--- src/rtl/oam_dma_ctrl.sv ---
// rtl/oam_dma_ctrl.sv - sprite OAM DMA engine: halts the CPU and copies one 256-byte page into OAM
module oam_dma_ctrl #(
  parameter logic [15:0] DMA_REG_ADDR = 16'h4014
) (
  input  logic        clk,
  input  logic        nres,
  input  logic [15:0] cpu_addr,
  input  logic [7:0]  cpu_data_out,
  input  logic        cpu_we,
  input  logic [7:0]  mem_data_in,
  input  logic [7:0]  oam_base,
  output logic        oam_dma,
  output logic [15:0] dma_addr,
  output logic        dma_rd,
  output logic [7:0]  oam_addr,
  output logic [7:0]  oam_data_in,
  output logic        oam_we
);

  typedef enum logic [2:0] {
    S_IDLE  = 3'd0,
    S_HALT  = 3'd1,
    S_ALIGN = 3'd2,
    S_READ  = 3'd3,
    S_WRITE = 3'd4
  } state_t;

  state_t     r_state;
  state_t     w_next;
  logic [7:0] r_idx;
  logic [7:0] r_page;
  logic       r_p;
  logic       r_parity;
  logic       r_busy;
  logic       w_trig;

  // A launch is only honoured from IDLE; writes arriving mid-transfer or to other addresses are dropped.
  assign w_trig = cpu_we && (cpu_addr == DMA_REG_ADDR) && (r_state == S_IDLE);

  // Free-running get/put cycle parity; decides whether an extra alignment cycle is needed.
  always_ff @(posedge clk or negedge nres) begin
    if (!nres) begin
      r_parity <= 1'b0;
    end else begin
      r_parity <= ~r_parity;
    end
  end

  // State register.
  always_ff @(posedge clk or negedge nres) begin
    if (!nres) begin
      r_state <= S_IDLE;
    end else begin
      r_state <= w_next;
    end
  end

  // Launch capture (page and parity) and byte index; idx wraps FF->00 on the final write.
  always_ff @(posedge clk or negedge nres) begin
    if (!nres) begin
      r_page <= 8'h00;
      r_p    <= 1'b0;
      r_idx  <= 8'h00;
    end else begin
      if (w_trig) begin
        r_page <= cpu_data_out;
        r_p    <= r_parity;
      end
      if (r_state == S_HALT) begin
        r_idx <= 8'h00;
      end else if (r_state == S_WRITE) begin
        r_idx <= r_idx + 8'h01;
      end
    end
  end

  // Registered busy flag so the CPU stall line comes straight from a flop.
  always_ff @(posedge clk or negedge nres) begin
    if (!nres) begin
      r_busy <= 1'b0;
    end else begin
      r_busy <= (w_next != S_IDLE);
    end
  end

  assign oam_dma = r_busy;

  // Next-state decode and per-state bus/OAM strobes; everything idles at zero.
  always_comb begin
    w_next      = r_state;
    dma_addr    = 16'h0000;
    dma_rd      = 1'b0;
    oam_addr    = 8'h00;
    oam_data_in = 8'h00;
    oam_we      = 1'b0;
    case (r_state)
      S_IDLE: begin
        if (w_trig) begin
          w_next = S_HALT;
        end
      end
      S_HALT: begin
        w_next = r_p ? S_ALIGN : S_READ;
      end
      S_ALIGN: begin
        w_next = S_READ;
      end
      S_READ: begin
        dma_addr = {r_page, r_idx};
        dma_rd   = 1'b1;
        w_next   = S_WRITE;
      end
      S_WRITE: begin
        oam_we      = 1'b1;
        oam_addr    = oam_base + r_idx;
        oam_data_in = mem_data_in;
        w_next      = (r_idx == 8'hFF) ? S_IDLE : S_READ;
      end
      default: begin
        w_next = S_IDLE;
      end
    endcase
  end

endmodule

--- config.mk ---
export PLATFORM = sky130hd
export DESIGN_NAME = oam_dma_ctrl
export DESIGN_NICKNAME = d
export VERILOG_FILES = /design/src/rtl/oam_dma_ctrl.sv
export SDC_FILE = /design/constraint.sdc
export NUM_CORES = 1
export LEC_CHECK = 0
export CAP_MARGIN = 20
export CORE_UTILIZATION = 40
export CTS_CLUSTER_DIAMETER = 80
export DETAILED_ROUTE_END_ITERATION = 8
export GPL_ROUTABILITY_DRIVEN = 0
export PLACE_DENSITY_LB_ADDON = 0.12
export REMOVE_ABC_BUFFERS = 1
export SLEW_MARGIN = 5
export SYNTH_ARGS = -nofsm -noshare
export SYNTH_HDL_FRONTEND = slang
export SYNTH_SLANG_ARGS = --single-unit
--- constraint.sdc ---
create_clock -name clk -period 3.45 [get_ports clk]
set_clock_uncertainty 0.2 [all_clocks]
set_input_delay 1.035 -clock clk [delete_from_list [all_inputs] [get_ports clk]]
set_output_delay 1.035 -clock clk [all_outputs]
set_load 0.005 [all_outputs]
==> results.toml <==
[placement]
io_buffers = 77
post-dp-hpwl_mm = 3.19
dp.cells = 312

[global_routing]
grt_max_degree = 23
gr-total-overflow = 0
grt_pass1_vias = 1600
antenna_found_initial = 0
grtUsageTotal = 0.219
grt_pass1_wl_mm = 7.27

[drt]
drc = 0
drt-total-wl_mm = 4.43
drt_iter0_drc = 53
wl_per_cell_um = 13.7
vias = 1623
dr.pass1.iters = 4
ant_nets = 0
viasPerCell = 5.02

[outcome]
violations = "setup timing"
outcome = "finished with violations"

[synthesis]
syn_area_um2 = 1580
synthDominantCellAreaShare = 0.348
synth_cell_types = 44
synthCells = 173
yosysSeqAreaShare = 0.348
syn_avg_cell_area_um2 = 9.16
yosysTopAreaCell = "dfrtp_1"
yosys-top-cells-area = "dfrtp_1, ha_1, and2_1, mux2_2, and3_1"
ys_warn_count = 0
ys_seq_elements = 22

[final_layout]
final_nets = 328
finalNonFillerCells = 323
fill_cells = 294
final_cell_mix = "clkdlybuf4s50_1, buf_4, dfrtp_1"
post-route-util = 0.738
area.growth.synth_to_final_pct = 73.2
final_common_cell = "clkdlybuf4s50_1"
drive_gt1_frac = 0.269
antenna_cells = 0

[cts]
clk_latency_ps = 260
cts_root_buf = "clkbuf_8"
clk_pin_slew_worst_paths_ps = 70
cts_buffer_depth = 2
cts_buffers = 3
cts_sinks = 22
cts_tree = "done"
htree_levels = 1

[power_and_ir_drop]
p_leak_nw = 1.22
vdd_drop_max_uv = 250
pwr_density_cell_nw_per_um2 = 195

[sta]
setup_viol = 4
hold_viol = 0
relSlewSlack = 0.712
slew_violations = 0
rsz0062_at_grt = "yes"
layout_setup_ws_ps = -108
finalCriticalPeriod_ps = 3560
post-route-period-util = 1.03
tightest_slew_ps = 427
max_freq_ghz = 0.281

[floorplanning]
coreArea_um2 = 3720
die_y_um = 64.9
die_w_um = 64.9
initial_core_util = 0.426
die-area_um2 = 4220
row_count = 22
io_pins = 78

[worst_hold_path]
whs_endpoint = "r_parity$_DFF_PN0_"
min_path_cells = 1
holdCritStartpoint = "r_parity$_DFF_PN0_"
worstHoldPathType = "reg -> reg"

[setup_path]
r2r_cells = 6
cp_slowest_cell = "ha_4"
rr_endpoint = "r_state[1]$_DFF_PN0_"
cp.arrival_ps = 2320
critPathMaxFanout = 2
ff2ff_setup_slack_ps = 1410
startpoint = "oam_base[1]"
max_stage_delay_ps = 230
critPathCaptureType = "output pin"
timing.rr.start = "r_idx[1]$_DFFE_PN0P_"
crit_type = "in -> out"
required_ps = 2210
path_cells = "buf_8, ha_4, a211oi_2, o21bai_1, buf_4, o22ai_2, mux2i_1, buf_2"
worst_setup_path_start_kind = "input port"

[flow_run]
max_cap_violations = 0
## synth_stat cells (all sizes together)
cell and number:
nor4 1, or2 2, nand2 9, mux2 8, or3b 1, nor4b 2, mux2i 3, a21o 1
nand2b 1, a31oi 3, clkinv 1, a211oi 2, nand3b 1, nor4bb 1, nor3 1, ha 8
and2 15, and3 11, o21ai 19, nor3b 3, nand4 2, clkbuf 4, fa 1, o22ai 1
nand4b 1, xnor2 3, xor2 2, dfrtp 22, nor2 12, or3 2, and4 1, a21oi 6
a22o 1, nand3 7, buf 6, o31ai 1, inv 4, o211ai 3, o21bai 1
## critical path: cells and delay by family
family / cells / cell delay, ps
compound gates: 3 / 460
buf+inv: 3 / 380
mux: 1 / 210
fa+ha+maj: 1 / 230
## kinds of logic after synthesis
logic type,count (synthesis),synth area share
buffers and inverters,15,0.0608
AO/OA/AOI/OAI,38,0.138
adder cells (fa/ha/maj),9,0.0758
XOR/XNOR,5,0.0277
flip-flops,22,0.348
AND/OR/NAND/NOR,73,0.274
multiplexers,11,0.0758
## sequential cells by signal, indices dropped and copies added, names as in the netlist
signal,flops
r_idx,8
r_page,8
r_state,3
oam_dma,1
r_p,1
r_parity,1
## worst max-delay path by stage
stage	end	slack, ps
final	oam_addr[7]	-110
after global routing	oam_addr[7]	-190
after CTS	oam_addr[7]	-90
after detailed placement	oam_addr[6]	-950
after global placement	oam_addr[4]	-920
after floorplan	oam_addr[4]	50
## cell type report
| type | instances | area (um2) | share of cell area |
|---|---|---|---|
| flip-flops and latches | 22 | 551 | 0.201 |
| multi-input cells | 136 | 1070 | 0.389 |
| inverters | 5 | 20.0 | 0.00730 |
| repair buffers | 108 | 992 | 0.362 |
| well taps | 48 | 60.1 | 0.0219 |
| clock buffers | 4 | 55.1 | 0.0201 |
## per-layer routing
layer  wire (um)  global-route usage
met5           0                   0
met4          17              0.0500
met3         164              0.0352
met2        2310               0.400
met1        1930               0.264
## repair_timing
| action | 4_1_cts | 5_1_grt |
|---|---|---|
| hold buffers | 0 | 0 |
| endpoints found under the hold margin | 0 | 0 |
| setup buffers | 5 | 3 |
| pin swaps | 14 | 11 |
| endpoints found under the setup margin | 8 | 7 |
| gates resized for setup | 66 | 11 |
## report_power, final
group          total (W)  internal, W  leakage (nW)  switching (W)
clock           0.000182     0.000102        0.0288      0.0000799
combinational  0.0000948    0.0000654         0.913      0.0000294
sequential      0.000258     0.000258         0.278              0
## stage by stage
step	hold slack, ps	total power, W	setup TNS [ps]	cell area (um2)	setup WS, ps
2_1_floorplan	180	0.000279	0	1510	53.4
3_3_place_gp	189	0.000343	-5440	2520	-921
3_5_place_dp	191	0.000344	-5580	2520	-951
4_1_cts	201	0.000534	-184	2700	-94.2
5_1_grt	222	0.000561	-461	2740	-187
6_report	204	0.000534	-223	2740	-108
(Power assumes the default switching activity.)
